### src/rtl/keypad_scanner.sv
// keypad_scanner
//   Scans a 4x4 active-low hex keypad one column at a time, debounces both the
//   press and the release of a key, and presents the last accepted key as a
//   held 4-bit code with a one-cycle valid strobe. key_code feeds the
//   seven-segment decoder directly, so the last key stays on the display.
//
// Ports:
//   clk        system clock
//   rst_n      asynchronous active-low reset
//   row_n      keypad rows, active-low, pulled up, asynchronous to clk
//   col_n      column drive, active-low, exactly one bit low at all times
//   key_code   code of the last accepted key, held until the next one
//   key_valid  one-cycle strobe marking a newly accepted key_code
//   key_held   high from acceptance until the release has been debounced
module keypad_scanner #(
  parameter int SCAN_DIV        = 1000,
  parameter int DEBOUNCE_CYCLES = 500000
) (
  input  logic       clk,
  input  logic       rst_n,
  input  logic [3:0] row_n,
  output logic [3:0] col_n,
  output logic [3:0] key_code,
  output logic       key_valid,
  output logic       key_held
);

  localparam int DIV_W = $clog2(SCAN_DIV);
  localparam int DEB_W = $clog2(DEBOUNCE_CYCLES);
  localparam logic [DIV_W-1:0] DIV_LAST = DIV_W'(SCAN_DIV - 1);
  localparam logic [DEB_W-1:0] DEB_LAST = DEB_W'(DEBOUNCE_CYCLES - 1);

  typedef enum logic [1:0] {
    S_SCAN     = 2'd0,
    S_DEBOUNCE = 2'd1,
    S_PRESSED  = 2'd2,
    S_RELEASE  = 2'd3
  } state_t;

  // Index of the lowest 0 bit; also used on col_n, which has exactly one 0.
  function automatic logic [1:0] f_lowest_zero(input logic [3:0] v);
    if (!v[0])      return 2'd0;
    else if (!v[1]) return 2'd1;
    else if (!v[2]) return 2'd2;
    else            return 2'd3;
  endfunction

  // Physical key legend at row r, column c.
  function automatic logic [3:0] f_key_map(input logic [1:0] r, input logic [1:0] c);
    case ({r, c})
      4'd0:    return 4'h1;
      4'd1:    return 4'h2;
      4'd2:    return 4'h3;
      4'd3:    return 4'hA;
      4'd4:    return 4'h4;
      4'd5:    return 4'h5;
      4'd6:    return 4'h6;
      4'd7:    return 4'hB;
      4'd8:    return 4'h7;
      4'd9:    return 4'h8;
      4'd10:   return 4'h9;
      4'd11:   return 4'hC;
      4'd12:   return 4'hE;
      4'd13:   return 4'h0;
      4'd14:   return 4'hF;
      default: return 4'hD;
    endcase
  endfunction

  logic [3:0]       r_rows_p0;
  logic [3:0]       r_rows_s;
  state_t           r_state;
  logic [DIV_W-1:0] r_div_cnt;
  logic [DEB_W-1:0] r_deb_cnt;
  logic [3:0]       r_pattern;
  logic [3:0]       r_col_n;
  logic [3:0]       r_key_code;
  logic             r_key_valid;
  logic             r_key_held;

  state_t           w_state_nxt;
  logic [DIV_W-1:0] w_div_nxt;
  logic [DEB_W-1:0] w_deb_nxt;
  logic [3:0]       w_pattern_nxt;
  logic [3:0]       w_col_nxt;
  logic [3:0]       w_code_nxt;
  logic             w_valid_nxt;
  logic             w_held_nxt;

  // Next-state logic. The key outputs are loaded on the edge that enters
  // S_PRESSED so that key_code already carries the new value during the
  // single cycle key_valid is high.
  always_comb begin
    w_state_nxt   = r_state;
    w_div_nxt     = r_div_cnt;
    w_deb_nxt     = r_deb_cnt;
    w_pattern_nxt = r_pattern;
    w_col_nxt     = r_col_n;
    w_code_nxt    = r_key_code;
    w_valid_nxt   = 1'b0;
    w_held_nxt    = r_key_held;

    case (r_state)
      S_SCAN: begin
        if (r_div_cnt == DIV_LAST) begin
          w_div_nxt = '0;
          if (r_rows_s == 4'b1111) begin
            w_col_nxt = {r_col_n[2:0], r_col_n[3]};
          end else begin
            w_pattern_nxt = r_rows_s;
            w_deb_nxt     = '0;
            w_state_nxt   = S_DEBOUNCE;
          end
        end else begin
          w_div_nxt = r_div_cnt + DIV_W'(1);
        end
      end

      S_DEBOUNCE: begin
        if (r_rows_s == r_pattern) begin
          if (r_deb_cnt == DEB_LAST) begin
            w_deb_nxt   = '0;
            w_code_nxt  = f_key_map(f_lowest_zero(r_pattern), f_lowest_zero(r_col_n));
            w_valid_nxt = 1'b1;
            w_held_nxt  = 1'b1;
            w_state_nxt = S_PRESSED;
          end else begin
            w_deb_nxt = r_deb_cnt + DEB_W'(1);
          end
        end else begin
          // Bounce or early release: retry the same column from scratch.
          w_div_nxt   = '0;
          w_state_nxt = S_SCAN;
        end
      end

      S_PRESSED: begin
        w_deb_nxt   = '0;
        w_state_nxt = S_RELEASE;
      end

      default: begin
        // Column stays driven so only the accepted key's column is watched.
        if (r_rows_s == 4'b1111) begin
          if (r_deb_cnt == DEB_LAST) begin
            w_held_nxt  = 1'b0;
            w_div_nxt   = '0;
            w_deb_nxt   = '0;
            w_state_nxt = S_SCAN;
          end else begin
            w_deb_nxt = r_deb_cnt + DEB_W'(1);
          end
        end else begin
          w_deb_nxt = '0;
        end
      end
    endcase
  end

  always_ff @(posedge clk or negedge rst_n) begin
    if (!rst_n) begin
      r_rows_p0   <= 4'b1111;
      r_rows_s    <= 4'b1111;
      r_state     <= S_SCAN;
      r_div_cnt   <= '0;
      r_deb_cnt   <= '0;
      r_pattern   <= '0;
      r_col_n     <= 4'b1110;
      r_key_code  <= '0;
      r_key_valid <= 1'b0;
      r_key_held  <= 1'b0;
    end else begin
      // Two-flop synchronizer for the asynchronous row inputs.
      r_rows_p0   <= row_n;
      r_rows_s    <= r_rows_p0;
      r_state     <= w_state_nxt;
      r_div_cnt   <= w_div_nxt;
      r_deb_cnt   <= w_deb_nxt;
      r_pattern   <= w_pattern_nxt;
      r_col_n     <= w_col_nxt;
      r_key_code  <= w_code_nxt;
      r_key_valid <= w_valid_nxt;
      r_key_held  <= w_held_nxt;
    end
  end

  assign col_n     = r_col_n;
  assign key_code  = r_key_code;
  assign key_valid = r_key_valid;
  assign key_held  = r_key_held;

endmodule

### config.mk
export PLATFORM = sky130hd
export DESIGN_NAME = keypad_scanner
export DESIGN_NICKNAME = d
export VERILOG_FILES = /design/src/rtl/keypad_scanner.sv
export SDC_FILE = /design/constraint.sdc
export NUM_CORES = 1
export LEC_CHECK = 0
export ABC_CLOCK_PERIOD_IN_PS = 3600
export CORE_MARGIN = 3
export CORE_UTILIZATION = 56
export DETAILED_ROUTE_END_ITERATION = 16
export GPL_TIMING_DRIVEN = 0
export PLACE_DENSITY = 0.76
export SLEW_MARGIN = 20
export SYNTH_ARGS = -nofsm -noshare
export SYNTH_HDL_FRONTEND = slang
export SYNTH_SLANG_ARGS = --single-unit
### constraint.sdc
create_clock -name clk -period 3.6 [get_ports clk]
set_clock_uncertainty 0.2 [all_clocks]
set_input_delay 1.08 -clock clk [delete_from_list [all_inputs] [get_ports clk]]
set_output_delay 1.08 -clock clk [all_outputs]
set_load 0.05 [all_outputs]
Word level (Yosys, flattened, before mapping)
Memories as Yosys holds them, arrays and structs flattened. A register that Yosys moved wholly into a read port is not among the register bits.
Cells that the tools add are included.
W data, S select, Z words.
- add/subtract/negate cells: 2
- eq/ne operators: 11
- mux-type cells: 38
- bitwise logic cells: 3
- reductions and logical operators: 15
- operator list (cell ; number):
    $mux W19 ; 5
    $pmux W19 S3 ; 1
    $mux W10 ; 4
    $mux W2 ; 16
    $pmux W10 S3 ; 1
    $add A19 B1 Y19 const B ; 1
    $eq A19 B19 Y1 const B ; 1
    $reduce_and A3 Y1 ; 4
    $add A10 B1 Y10 const B ; 1
    $eq A10 B10 Y1 const B ; 1
    $mux W1 ; 9
    $ne A2 B2 Y1 const B ; 4
    $reduce_and A4 Y1 ; 2
    $reduce_bool A4 Y1 ; 2
    $pmux W2 S3 ; 1
    $reduce_bool A3 Y1 ; 2
    $reduce_and A5 Y1 ; 1
    $eq A4 B4 Y1 ; 1
    $eq A4 B4 Y1 const B ; 1
    $ne A3 B3 Y1 const B ; 1
    $not A1 Y1 ; 3
    $eq A2 B1 Y1 const B ; 1
    $eq A2 B2 Y1 const B ; 1
    $logic_not A2 Y1 ; 1
    other kinds (4) ; 4
- register bits: 49
- bits in read-only memories: 64
- bits of input ports: 6
- memories: 1
- memories (name ; words ; width ; rd ports ; clocked after memory_dff ; wr ports ; RTL line ; RTL):
    (no name shown) ; 16 ; 4 ; 1 ; 1 ; 0 ; 50 ; case ({r, c})

Depth between registers and ports, before layout
Gate-level depths: netlist of run 1.
- word-level depth: 6
- mapped depth: 8
- depth with buffers taken out: 8

Worst setup path before layout of run 1
No wires, ideal clock.
- path kind: register to register
- start: reg r_deb_cnt[5]
- end: reg r_div_cnt[0]
- setup time: 0.125 ns
- arrival: 2.134 ns
- data required time: 3.275 ns
- setup slack: 1.141 ns
- cell stages (with the launch flop): 6
- period minus slack after synthesis: 2.459 ns
- cell sequence: dfrtp_1 or4_4 nor4_4 nand2_4 o32a_1 mux2_2
- word-level cells in the longest chain between the ends: 3
- ends and longest elaborated chain (item ; RTL line ; RTL):
    start, declared ; 74 ; logic [DEB_W-1:0] r_deb_cnt;
    start signal, assigned ; 178 ; r_deb_cnt <= w_deb_nxt;
    $eq A19 B19 Y1 ; 145 ; if (r_deb_cnt == DEB_LAST) begin
    $reduce_bool A3 Y1 (no line) ; -- ;
    $reduce_and A4 Y1 (no line) ; -- ;
    end signal, assigned ; 177 ; r_div_cnt <= w_div_nxt;
    end, declared ; 73 ; logic [DIV_W-1:0] r_div_cnt;
No other way between the ends.
A chain may end at the register's enable or synchronous reset.

Final worst setup path of run 1
- start: reg r_col_n[1], in the netlist col_n[1]
- end: out col_n[1]
- RTL lines (item ; RTL line ; RTL):
    start, declared ; 76 ; logic [3:0] r_col_n;
    start signal, assigned ; 180 ; r_col_n <= w_col_nxt;
    end, declared ; 22 ; output logic [3:0] col_n,
No word-level cell between the ends.

==> results of run 1 <==
power breakdown:
group	internal (mW)	switching (mW)
registers	0.603	0.00336
logic	0.00648	0.0130
clock network	0.280	0.198
worst min path at each step:
stage	endpoint	slack [ns]
after floorplan	r_rows_s[0]	0.15
after global placement	r_rows_s[1]	0.15
after detailed placement	r_rows_s[1]	0.15
after CTS	r_rows_s[1]	0.16
after global routing	r_rows_s[1]	0.16
final	r_rows_s[0]	0.16
final cells by class:
class	instances	area [sq um]
fill	358	1419
sequential	53	1340
inverter	9	33.78
buffer	11	42.54
tap	65	81.33
timing repair buffer	15	147.6
multi-input combinational	198	1333
clock buffer	5	68.82
clock inverter	3	68.82
cells in the mapped netlist (all sizes together) (3+ instances only):
master	number	area, sq um
a21oi	21	105.1
a22o	3	26.28
a31oi	7	43.79
and2	4	25.02
and3	3	18.77
and4	3	26.28
clkbuf	10	37.54
dfrtp	42	1051
dfstp	11	289.0
ha	6	75.07
inv	9	33.78
mux2	9	101.4
nand2	28	112.6
nand2b	3	18.77
nand3	12	60.06
nand4	6	37.54
nor2	9	33.78
nor3	5	36.29
o21ai	18	90.09
o22a	4	35.03
o31ai	6	45.04
or3	8	50.05
or4	7	56.30
or4b	3	30.03
xnor2	4	35.03
worst register-to-register path, cell delays in order, from the launching register on:
cell and delay [ns]:
dfrtp_1 0.46, or4_4 0.57, nor4_4 0.43, nand2_4 0.14, o221ai_2 0.38, buf_2 0.30, a21oi_1 0.07
routing by layer:
metal,vias up,GRT usage (%)
li1,1059,-
met1,999,25.75
met2,31,32.80
met3,11,4.019
met4,0,6.884
met5,-,0
logic make-up (layout without fill, tap and decap cells):
kind of cell | after synthesis | in the layout | synth area share (%)
flip-flops | 53 | 53 | 48.75
XOR/XNOR | 6 | 6 | 1.912
AO/OA/AOI/OAI | 76 | 76 | 18.30
multiplexers | 10 | 10 | 4.051
AND/OR/NAND/NOR | 100 | 100 | 21.48
adder cells (fa/ha/maj) | 6 | 6 | 2.731
buffers and inverters | 20 | 43 | 2.776
state kept, by name (all words and copies together) (netlist names):
name       cells
r_rows_p0      4
key_code       4
r_pattern      4
key_valid      1
r_div_cnt     10
r_deb_cnt     19
key_held       1
r_state        2
r_rows_s       4
col_n          4
stage by stage:
stage	setup TNS, ns	area (sq um)
final	0	3115
after global placement	-10.29	2980
after CTS	0	3115
after global routing	0	3115
after detailed placement	0	2978
after floorplan	0	2749
==> flow_metrics.py, run 1 <==
metrics = {
    "status": {
        "status": "finished clean",
    },
    "clock_network": {
        "postCtsHoldBufs": 0,
        "clock_sinks": 53,
        "cts_buffers": 5,
        "clkTransAtPathRegs_ns": 0.09,
        "htreeDepth": 2,
        "ctsResizeCount": 0,
        "cts_buffer_depth": 2,
        "cts_tree": "built",
        "post_cts_buffers": 0,
        "clockRootBuffer": "clkbuf_8",
        "clock_latency_ns": 0.32,
    },
    "sta": {
        "rsz0062_at_grt": "no",
        "worst_slack_ns": 0.6434,
        "hold_viol": 0,
        "tightest_slew_ns": 0.6567,
        "timing.final.crit_share_pct": 82.13,
        "hold_slack_ns": 0.1592,
        "period_minus_slack_ns": 2.957,
        "fmax_mhz": 338.2,
        "finalSetupViolCount": 0,
        "maxSlewHeadroom_pct": 55.82,
        "drv_slew": 0,
    },
    "route": {
        "drc_errors": 0,
        "wl_met2_um": 2444,
        "route.met3.wl_um": 160,
        "first_iter_violations": 84,
        "top_layer": "met4",
        "wire_per_inst_um": 14.19,
        "first_pass_iters": 4,
        "met1_length_um": 2380,
        "antenna_left": 0,
        "num_vias": 2100,
        "routed_via_density": 5.850,
        "routed_wl_um": 5094,
    },
    "global_route": {
        "antenna_found_initial": 0,
        "grt_pass1_wl_um": 9404,
        "grt_pass1_vias": 2076,
        "grt_max_degree": 54,
        "overflow": 0,
        "grtUsageTotal_pct": 19.73,
    },
    "synth": {
        "yosysSeqAreaShare_pct": 48.75,
        "synth_cell_type_count": 52,
        "synth_area_per_cell_sq_um": 10.14,
        "synth-edff-count": 0,
        "synthFlopType": "dfrtp_1",
        "synthCells": 271,
        "synthArstFlopShare_pct": 100.0,
        "ys_warn_count": 0,
        "synth_nets": 283,
        "netlist_area_sq_mm": 0.002749,
        "synth-seq-cells": 53,
    },
    "critical_path": {
        "rrSetupSlack_ns": 0.94,
        "path_class": "register to output port",
        "crit_fanout": 5,
        "cp_data_required_time_ns": 2.32,
        "crit_path_cell_trace": "clkdlybuf4s50_1",
        "crit_path_end": "col_n[1]",
        "startpoint": "col_n[1]",
        "cp_top_family": "buffers and inverters",
        "critPathBufInv": 1,
        "endpoint_kind": "output port",
        "cp_data_arrival_time_ns": 1.68,
        "slowest_stage": "clkdlybuf4s50_1",
        "rr_endpoint": "r_deb_cnt[18]",
        "r2r_cells": 6,
        "critPathMaxStageDelay_ns": 0.81,
        "start_kind": "register",
        "path_depth": 1,
        "r2r-start": "r_deb_cnt[5]",
    },
    "die": {
        "num_io_pins": 16,
        "dieArea_sq_mm": 0.005785,
        "rows": 24,
        "core_region_area_sq_mm": 0.004534,
        "die_h_um": 76.06,
        "start_util_pct": 60.62,
        "fp.dieW_um": 76.06,
    },
    "min_path": {
        "hp-start": "r_rows_p0[0]",
        "hold_path.class": "register to register",
        "hold_depth": 0,
    },
    "final_layout": {
        "diodes": 0,
        "layout_common_cells": "42 x dfrtp_1, 27 x nand2_1, 21 x a21oi_1",
        "post-route-util_pct": 68.71,
        "final_common_cell": "dfrtp_1",
        "nets": 305,
        "drive_above_1_share_pct": 13.95,
        "syn2layout_area_growth_pct": 13.34,
        "final_cell_count_no_fill": 359,
    },
    "power": {
        "vdd.ir_drop.worst_v": 0.0002854,
        "p_per_area_mw_per_mm2": 354.5,
        "power_mw": 1.105,
        "p_leak_nw": 1.277,
    },
    "placement": {
        "place.gp.congestion": 0.8974,
        "portBuffers": 15,
        "post-place-ws_ns": 0.9273,
        "dp_cells": 351,
        "place_hpwl_um": 3674,
    },
    "job": {
        "maxCapViolations": 0,
    },
}
Power figures use the tool's default switching activity.
==> run 2: changes to the inputs <==
Settings changed: ABC_CLOCK_PERIOD_IN_PS 3600 to 3100.
Clock period 3.6 ns to 3.1 ns, I/O delays scaled along.
==> results of run 2 <==
Same layout as run 1 (identical final DEF). Status: finished clean.
Main changes from that run: setup slack after placement 0.9273 ns -> 0.4273 ns; setup slack after layout 0.6434 ns -> 0.2934 ns; register-to-register setup slack 0.94 ns -> 0.44 ns; total power 1.105 mW -> 1.283 mW; worst IR drop on VDD 0.0002854 V -> 0.0003314 V
==> run 3: changes to the inputs <==
Settings changed: ABC_CLOCK_PERIOD_IN_PS 3100 to default, PLACE_DENSITY 0.76 to default, PLACE_DENSITY_LB_ADDON from default to 0.2.
==> flow_metrics.py, run 3 (synthesis results as in run 1) <==
metrics = {
    "placement": {
        "portBuffers": 15,
        "place_hpwl_um": 3674,
        "place.gp.congestion": 0.8855,
        "post-place-ws_ns": 0.3902,
    },
    "sta": {
        "maxSlewHeadroom_pct": 56.01,
        "timing.final.crit_share_pct": 90.54,
        "hold_slack_ns": 0.1587,
        "worst_slack_ns": 0.2934,
        "finalSetupViolCount": 0,
        "rsz0062_at_grt": "no",
        "drv_slew": 0,
        "period_minus_slack_ns": 2.807,
        "hold_viol": 0,
        "tightest_slew_ns": 0.6540,
        "fmax_mhz": 356.3,
    },
    "critical_path": {
        "cp_data_arrival_time_ns": 1.68,
        "cp_top_family": "buffers and inverters",
        "path_class": "register to output port",
        "critPathBufInv": 1,
        "cp_data_required_time_ns": 1.97,
        "slowest_stage": "clkdlybuf4s50_1",
        "crit_path_cell_trace": "clkdlybuf4s50_1",
        "critPathMaxStageDelay_ns": 0.81,
        "start_kind": "register",
        "crit_fanout": 5,
        "endpoint_kind": "output port",
    },
    "die": {
        "fp.dieW_um": 76.06,
        "die_h_um": 76.06,
        "dieArea_sq_mm": 0.005785,
        "num_io_pins": 16,
        "start_util_pct": 60.62,
        "core_region_area_sq_mm": 0.004534,
        "rows": 24,
    },
    "global_route": {
        "grt_pass1_vias": 1991,
        "antenna_found_initial": 0,
        "grtUsageTotal_pct": 18.76,
        "grt_pass1_wl_um": 9018,
        "overflow": 0,
        "grt_max_degree": 54,
    },
    "final_layout": {
        "nets": 305,
        "diodes": 0,
        "layout_common_cells": "42 x dfrtp_1, 27 x nand2_1, 21 x a21oi_1",
        "top_regs": "r_deb_cnt x19, r_div_cnt x10",
        "top_register": "r_deb_cnt",
        "final_common_cell": "dfrtp_1",
        "drive_above_1_share_pct": 13.61,
        "syn2layout_area_growth_pct": 11.47,
        "largest_reg_flops": 19,
    },
    "clock_network": {
        "clockRootBuffer": "clkbuf_8",
        "clkTransAtPathRegs_ns": 0.09,
        "cts_buffers": 5,
        "cts_buffer_depth": 2,
        "postCtsHoldBufs": 0,
        "cts_tree": "built",
        "post_cts_buffers": 0,
        "clock_latency_ns": 0.31,
        "htreeDepth": 2,
        "ctsResizeCount": 0,
        "clock_sinks": 53,
    },
    "min_path": {
        "hold_path.class": "register to register",
    },
    "route": {
        "antenna_left": 0,
        "first_iter_violations": 114,
        "routed_via_density": 5.914,
        "drc_errors": 0,
        "num_vias": 2123,
        "wire_per_inst_um": 14.43,
        "first_pass_iters": 4,
        "routed_wl_um": 5179,
    },
    "job": {
        "maxCapViolations": 0,
    },
    "power": {
        "vdd.ir_drop.worst_v": 0.0002865,
        "p_leak_nw": 1.254,
        "p_per_area_mw_per_mm2": 362.2,
    },
    "status": {
        "status": "finished clean",
    },
}
run 3: cell types whose count changed in the layout (fill, tap and decap cells not counted):
cell	previous run	this run
clkbuf_1	10	11
bufinv_16	2	0
clkinv_2	0	1
run 3: area by class of cell:
cell class	count	area [sq um]
fillers	357	1470
repair buffers	15	147.6
inverters	9	33.78
flip-flops and latches	53	1340
clock buffers	6	72.57
multi-input cells	198	1333
plain buffers	11	42.54
well taps	65	81.33
clock inverters	2	13.76
run 3: metrics by stage:
| stage | util (%) | instance area (sq um) | TNS [ns] | power (mW) | instances |
|---|---|---|---|---|---|
| floorplan | - | 2749 | 0 | 0.7208 | 271 |
| global placement | 65.73 | 2980 | -25.16 | 0.7413 | 351 |
| detailed placement | 65.67 | 2978 | 0 | 0.7416 | 351 |
| CTS | 67.58 | 3064 | 0 | 1.126 | 359 |
| global route | 67.58 | 3064 | 0 | 1.153 | 359 |
| finish | 67.58 | 3064 | 0 | 1.110 | 359 |
run 3: power by group:
group / switching [mW] / internal, mW / total [mW]
Sequential: 0.00385 / 0.701 / 0.705
Clock: 0.221 / 0.161 / 0.382
Combinational: 0.0153 / 0.00752 / 0.0228
run 3: final timing paths:
| check | start | endpoint | slack [ns] | depth (start not counted) |
|---|---|---|---|---|
| setup / recovery | col_n[1] | col_n[1] | 0.29 | 1 |
| hold / removal | r_rows_p0[1] | r_rows_s[1] | 0.16 | 0 |
| setup reg to reg | r_deb_cnt[5] | r_deb_cnt[2] | 0.38 | 6 |
| hold reg to reg | r_rows_p0[1] | r_rows_s[1] | 0.16 | 0 |
| max in group asynchronous | rst_n | r_div_cnt[4] | 1.83 | 1 |
| min in group asynchronous | rst_n | r_deb_cnt[13] | 0.43 | 1 |
run 3: routing by layer:
layer / wire length, um / GRT usage [%]
met1: 2421 / 25.17
met2: 2541 / 30.59
met3: 151 / 3.546
met4: 65 / 6.703
met5: 0 / 0
